File: src/rtl/arm_fetch.sv
// ARM32 fetch stage: fetch PC, one-deep RAM read pipeline and prefetch FIFO toward decode.
// Optional misaligned-redirect fault is enabled by defining ARM_FETCH_ALIGN_CHECK_EN.
module arm_fetch #(
  parameter int ARCH       = 32,
  parameter int RAM_SIZE   = 4096,
  parameter int FIFO_DEPTH = 4,
  localparam int AW = $clog2(RAM_SIZE)
) (
  input  logic            clk,
  input  logic            reset,
  output logic            mem_en,
  output logic [AW-1:0]   mem_addr,
  input  logic [ARCH-1:0] mem_rdata,
  output logic            ins_valid,
  output logic [ARCH-1:0] ins,
  output logic [ARCH-1:0] ins_pc,
  input  logic            ins_ready,
  input  logic            redirect_valid,
  input  logic [ARCH-1:0] redirect_pc,
  output logic            fetch_fault
);
  localparam int PW = $clog2(FIFO_DEPTH);
  localparam int CW = PW + 1;
  localparam int OW = CW + 1;

  logic [ARCH-1:0] pc_reg;
  logic [ARCH-1:0] inflight_pc_reg;
  logic            inflight_reg;
  logic            fault_reg;
  logic [PW-1:0]   rd_ptr_reg;
  logic [PW-1:0]   wr_ptr_reg;
  logic [CW-1:0]   count_reg;

  logic [ARCH-1:0] ins_slot [FIFO_DEPTH];
  logic [ARCH-1:0] pc_slot  [FIFO_DEPTH];

  logic            issue;
  logic            push;
  logic            pop;
  logic            misalign;
  logic [OW-1:0]   occupancy;

  // Occupancy counts the outstanding read so a returning word always has a free slot.
  assign occupancy = {1'b0, count_reg} + {{CW{1'b0}}, inflight_reg};
  assign issue     = !reset && !redirect_valid && !fault_reg && (occupancy < OW'(FIFO_DEPTH));
  assign push      = inflight_reg && !redirect_valid;
  assign pop       = ins_valid && ins_ready;

  assign mem_en    = issue;
  assign mem_addr  = pc_reg[AW+1:2];
  assign ins_valid = (count_reg != '0);
  assign ins       = ins_slot[rd_ptr_reg];
  assign ins_pc    = pc_slot[rd_ptr_reg];

`ifdef ARM_FETCH_ALIGN_CHECK_EN
  assign misalign    = redirect_valid && (redirect_pc[1:0] != 2'b00);
  assign fetch_fault = fault_reg;
`else
  logic unused_low_bits;
  assign unused_low_bits = ^redirect_pc[1:0];
  assign misalign        = 1'b0;
  assign fetch_fault     = 1'b0;
`endif

  generate
    for (genvar gi = 0; gi < FIFO_DEPTH; gi++) begin : g_entry
      logic [ARCH-1:0] ins_slot_reg;
      logic [ARCH-1:0] pc_slot_reg;

      always_ff @(posedge clk) begin
        if (reset) begin
          ins_slot_reg <= '0;
          pc_slot_reg  <= '0;
        end else if (push && (wr_ptr_reg == PW'(gi))) begin
          ins_slot_reg <= mem_rdata;
          pc_slot_reg  <= inflight_pc_reg;
        end
      end

      assign ins_slot[gi] = ins_slot_reg;
      assign pc_slot[gi]  = pc_slot_reg;
    end
  endgenerate

  always_ff @(posedge clk) begin
    if (reset) begin
      pc_reg          <= '0;
      inflight_pc_reg <= '0;
      inflight_reg    <= 1'b0;
      fault_reg       <= 1'b0;
      rd_ptr_reg      <= '0;
      wr_ptr_reg      <= '0;
      count_reg       <= '0;
    end else if (redirect_valid) begin
      // Flush wins over push/pop; the read returning next cycle is dropped.
      pc_reg       <= {redirect_pc[ARCH-1:2], 2'b00};
      inflight_reg <= 1'b0;
      rd_ptr_reg   <= '0;
      wr_ptr_reg   <= '0;
      count_reg    <= '0;
      if (misalign) begin
        fault_reg <= 1'b1;
      end
    end else begin
      if (issue) begin
        pc_reg          <= pc_reg + ARCH'(4);
        inflight_pc_reg <= pc_reg;
      end
      inflight_reg <= issue;
      if (push) begin
        wr_ptr_reg <= wr_ptr_reg + PW'(1);
      end
      if (pop) begin
        rd_ptr_reg <= rd_ptr_reg + PW'(1);
      end
      if (push && !pop) begin
        count_reg <= count_reg + CW'(1);
      end else if (pop && !push) begin
        count_reg <= count_reg - CW'(1);
      end
    end
  end

endmodule

File: config.mk
export PLATFORM = sky130hd
export DESIGN_NAME = arm_fetch
export DESIGN_NICKNAME = d
export VERILOG_FILES = /design/src/rtl/arm_fetch.sv
export SDC_FILE = /design/constraint.sdc
export NUM_CORES = 1
export LEC_CHECK = 0
export BUFFER_PORTS_ARGS = -buffer_cell sky130_fd_sc_hd__buf_4
export CAP_MARGIN = 40
export CORE_AREA = 2 2 214 216
export DETAILED_ROUTE_END_ITERATION = 16
export DIE_AREA = 0 0 216 218
export SETUP_SLACK_MARGIN = 0.3
export SKIP_CTS_REPAIR_TIMING = 1
export SLEW_MARGIN = 5
export SYNTH_ARGS = -nofsm -noshare
export SYNTH_HDL_FRONTEND = slang
export SYNTH_SLANG_ARGS = --single-unit
File: constraint.sdc
create_clock -name clk -period 3.8 [get_ports clk]
set_input_delay 0.19 -clock clk [delete_from_list [all_inputs] [get_ports clk]]
set_output_delay 0.19 -clock clk [all_outputs]
set_load 0.02 [all_outputs]
== Word level (Yosys, flattened, before mapping) ==
Index checks and enable logic that the tools add are counted.
Storage, ports and cells
  register bits after elaboration: 328
  logic and storage cells: 58
  input bits: 68
Operators by class
  multiplexer cells: 10
  add/sub/neg operators: 6
  reduce and logical (&&, ||, !) cells: 20
  bitwise operators: 2
  order comparisons: 2
  equal/unequal tests: 3
Operators with widths (count)
  $mux 32: 6
  $bmux 32 s2: 2
  $add 32x3->32 const B: 1
  $logic_and 1x1->1: 10
  $mux 3: 2
  $add 2x1->2 const B: 2
  $add 3x1->4: 1
  $eq 2x2->1 const B: 2
  $logic_not 1->1: 4
  $lt 4x3->1 const B: 1
  $reduce_bool 2->1: 2
  $add 3x1->3 const B: 1
  $ge 3x3->1 const B: 1
  $not 2->3: 1
  $reduce_bool 3->1: 1
  $sub 3x1->3 const B: 1
  $eq 2x1->1 const B: 1
  $logic_not 2->1: 1
  $reduce_and 2->1: 1
  $reduce_or 2->1: 1
  $not 1->1: 1

== Depth between registers and ports, before layout ==
  depth after elaboration: 6
  gate-level depth with buffers: 9
  mapped depth without buffers: 8

== Worst setup path before layout ==
No wires, ideal clock.
  kind: reg2reg
  start: register count_reg[0]
  end: register count_reg[2]
  buffers on the path: 0
  period minus slack after synthesis: 2.188 ns
  setup time: 0.070 ns
  arrival time: 2.118 ns
  cell stages (with the launch flop): 9
  path slack: 1.612 ns
  cells stage by stage: dfxtp_1 > or3_1 > nand2_1 > ha_1 > inv_1 > fa_1 > xor2_1 > or3_1 > a21oi_1
Between the ends
  longest elaborated chain between the ends: 5
  elaborated cells on any way between the ends: 10
  those cells by class: add/sub: 2; mux: 2; reduce/logical: 6
RTL lines
  start, declared: RTL line 32  | logic [CW-1:0] count_reg;
  start signal, assigned: RTL line 117  | count_reg <= count_reg + CW'(1);
  start signal, assigned: RTL line 119  | count_reg <= count_reg - CW'(1);
  $reduce_bool 3->1 (*): RTL line 51  | assign ins_valid = (count_reg != '0);
  net ins_valid: RTL line 14  | output logic ins_valid,
  $logic_and 1x1->1 (*): RTL line 47  | assign pop = ins_valid && ins_ready;
  $logic_not 1->1: RTL line 116  | if (push && !pop) begin
  $logic_and 1x1->1: RTL line 116
  $mux 3 / $reduce_bool 2->1 (equally long branches)
The timed path passes the listed nets; every way through them passes the cells marked *. The select of a mux whose other input is x is not followed.
A chain may end at the register's enable or synchronous reset.

== Worst setup path after layout ==
  start: register rd_ptr_reg[0]
  end: output ins_pc[6]
Between the ends
  longest elaborated chain between the ends: 4
RTL lines
  start, declared: RTL line 30  | logic [PW-1:0] rd_ptr_reg;
  start signal, assigned: RTL line 114  | rd_ptr_reg <= rd_ptr_reg + PW'(1);
  $not 2->3 (not written as such): RTL line 53  | assign ins_pc = pc_slot[rd_ptr_reg];
  $bmux 32 s2: RTL line 53
  $mux 32 (not written as such) (2 in a row): RTL line 53
  end, declared: RTL line 16  | output logic [ARCH-1:0] ins_pc,
No other way between the ends. The select of a mux whose other input is x is not followed.

==> flow_summary.yaml <==
yosys:
  ys_seq_elements: 316
  synthArstFlopShare: 0
  synth_area_leaders: "dfxtp_1 (48%), nand2_1 (17%), a21oi_1 (11%)"
  yosysTopAreaCell: "dfxtp_1"
  synthCells: 1586
  yosysTopAreaCellShare: 0.4771
  syn_area_um2: 13260
  synth_ff_type: "dfxtp_1"
  ys_types: 52
  synth_edf_count: 0
  syn_area_per_cell_um2: 8.360
  ys_seq_area_frac: 0.4771
  ys.warnings.count: 0
job:
  cap_violations: 0
clock_network:
  cts.path.max_buffers: 3
  numCtsBuffers: 35
  h-tree-depth: 2
  clk_pin_slew_ps: 60
  cts.sinks: 316
  insertion_delay_ps: 540
  cts_tree: "built"
  clockRootBuffer: "clkbuf_16"
setup_path:
  crit_end: "ins_pc[6]"
  r2r_end: "pc_reg[25]"
  reg2reg_slack_ps: 1540
  cp_max_fo: 41
  crit_required_ps: 3610
  crit_cells: 3
  crit_family: "multiplexers"
  path_buf_inv: 2
  cp-end-kind: "output port"
  start_kind: "flop"
  crit_slowest_cell: "mux4_2"
  crit_path_start: "rd_ptr_reg[0]"
  arrival_ps: 2370
  rr_worst_depth: 4
  critPathMaxStageDelay_ps: 620
  crit_type: "reg -> out"
  cp_cell_sequence: "buf_12 > mux4_2 > buf_4"
  reg2reg_from: "pc_reg[7]"
finish:
  layout-drive-gt1-share: 0.1711
  syn_to_final_growth_pct: 24.56
  final_nets: 1779
  fill_cells: 4602
  largest_reg_flops: 128
  n_antenna_cell: 0
  fin_area_um2: 16520
  fin_util: 0.3679
route:
  wire_per_inst_um: 16.84
  ant_nets: 0
  drt-initial-drc-count: 830
  drc: 0
  first_pass_iters: 7
  num_vias: 11490
  wl_um: 39230
  via_per_inst: 4.933
global_route:
  first_global_vias: 11050
  grt-ovfl-total: 0
  antenna_found_initial: 0
  grt_pass1_wl_um: 60690
  grt_max_degree: 87
  grt_usage: 0.1624
timing:
  finalSetupTns_ps: 0
  hold-worst-slack_ps: -13.77
  fin_worst_skew_ps: 15.42
  hold_violations: 1
  setup_slack_ps: 1243
  period_share: 0.6729
  rsz0062_at_grt: "false"
  period_needed_ps: 2557
  finalSetupViolations: 0
  max_freq_ghz: 0.3911
  final_max_slew_viol_count: 0
  worstMarginPinSlew_ps: 768.1
  slew-limit-headroom: 0.4879
placement:
  gp_congestion: 0.7761
  dpl.hpwl_um: 23900
  io_buffers: 141
  placed_area_um2: 14840
  place_ws_ps: 1492
run_status:
  status: "finished, violations left"
  violations: "hold timing"
pwr:
  power.density_nw_per_um2: 443.2
  p_leak_nw: 5.624
  p_total_mw: 7.319
  ir_worst_vdd_mv: 0.2972
floorplan:
  die_h_um: 218
  die_w_um: 216
  dieArea_um2: 47090
  io_pins: 147
  row_count: 78
  start_util: 0.2953
  core_um2: 44890
min_path:
  min_path_type: "in -> reg"
## worst min-delay path by stage
stage	startpoint	endpoint	slack, ps	cells after the start
floorplan	mem_rdata[0]	g_entry[0].ins_slot_reg[0]	330	2
global placement	g_entry[2].ins_slot_reg[5]	g_entry[2].ins_slot_reg[5]	440	2
global route	redirect_pc[10]	pc_reg[10]	0.9	3
finish	redirect_pc[10]	pc_reg[10]	-10	3
detailed placement	g_entry[2].ins_slot_reg[21]	g_entry[2].ins_slot_reg[21]	440	2
CTS	redirect_pc[2]	pc_reg[2]	-100	3
## cells in the mapped netlist (2+ instances only)
library cell,number
nand2_1,583
dfxtp_1,316
a21oi_1,287
clkbuf_1,112
mux4_2,62
nor2_1,28
inv_1,18
buf_4,15
nand4_1,12
a311oi_1,11
nand3_1,10
or3_1,10
nor3_1,9
o21ai_0,8
a211oi_1,7
buf_2,7
xnor2_1,7
and2_1,6
ha_1,6
nor4_1,6
xor2_1,6
and3_1,5
and4_1,5
nor2b_1,4
o311a_1,4
a2111oi_1,3
a31oi_1,3
nand3b_1,3
o31ai_1,3
or4_1,3
buf_1,2
mux2i_1,2
nand2b_1,2
nand4_2,2
o311ai_0,2
## report_power, final
part | internal [mW] | switching, mW
sequential | 3.36 | 0.0712
clock | 2.00 | 1.41
combinational | 0.205 | 0.268
total | 5.57 | 1.75
## cell type report
cell class                 instances  area [µm²]  share of cell area
tap                              600       750.7             0.04545
timing repair buffer             215        1863              0.1128
clock buffer                      50        1002             0.06068
clock inverter                    13       163.9            0.009924
sequential                       316        6334              0.3835
multi-input combinational       1117        6331              0.3833
inverter                          19       71.32            0.004318
## cells in the final DEF (no fill, tap or decap), types with 4 or more instances in the layout
master	n
a211oi_1	7
a21oi_1	287
a311oi_1	11
and3_1	5
and4_1	5
buf_12	6
buf_4	155
clkbuf_1	8
clkbuf_16	35
clkbuf_8	8
clkinv_2	6
dfxtp_1	314
dlygate4sd3_1	51
ha_1	6
inv_1	18
mux4_2	62
nand2_1	579
nand2_4	4
nand3_1	10
nand4_1	12
nor2_1	28
nor2b_1	4
nor3_1	9
nor4_1	6
o21ai_0	8
o311a_1	4
or3_1	10
xnor2_1	7
xor2_1	6
## per-stage QoR
| stage | hold slack (ps) | instances |
|---|---|---|
| floorplan | 326.0 | 1588 |
| global placement | 438.3 | 2212 |
| detailed placement | 443.3 | 2216 |
| CTS | -102.5 | 2279 |
| global route | 0.8702 | 2330 |
| finish | -13.77 | 2330 |
## routing by layer
| metal | wire (µm) | GRT usage | vias to the layer above |
|---|---|---|---|
| li1 | - | - | 5609 |
| met3 | 1991 | 0.02413 | 61 |
| met1 | 16850 | 0.2039 | 5516 |
| met2 | 19410 | 0.2854 | 308 |
| met5 | 0 | 0 | - |
| met4 | 974 | 0.05320 | 0 |
## logic make-up after synthesis
logic type | count (synthesis) | synth area share
xor gates and xnor gates | 13 | 0.008587
other | 1 | 0.0002828
and+or+nand+nor | 695 | 0.2144
buffers and inverters | 155 | 0.04879
AOI/OAI and AO/OA | 335 | 0.1368
adders and majority gates | 7 | 0.007172
DFF | 316 | 0.4771
muxes | 64 | 0.1068
## worst reg2reg max path, delay by kind of cell (launching register included)
| family | cells | cell delay [ps] |
|---|---|---|
| simple gates | 3 | 1300 |
| flops | 1 | 510 |
| compound gates | 1 | 340 |
Power figures use the tool's default switching activity.
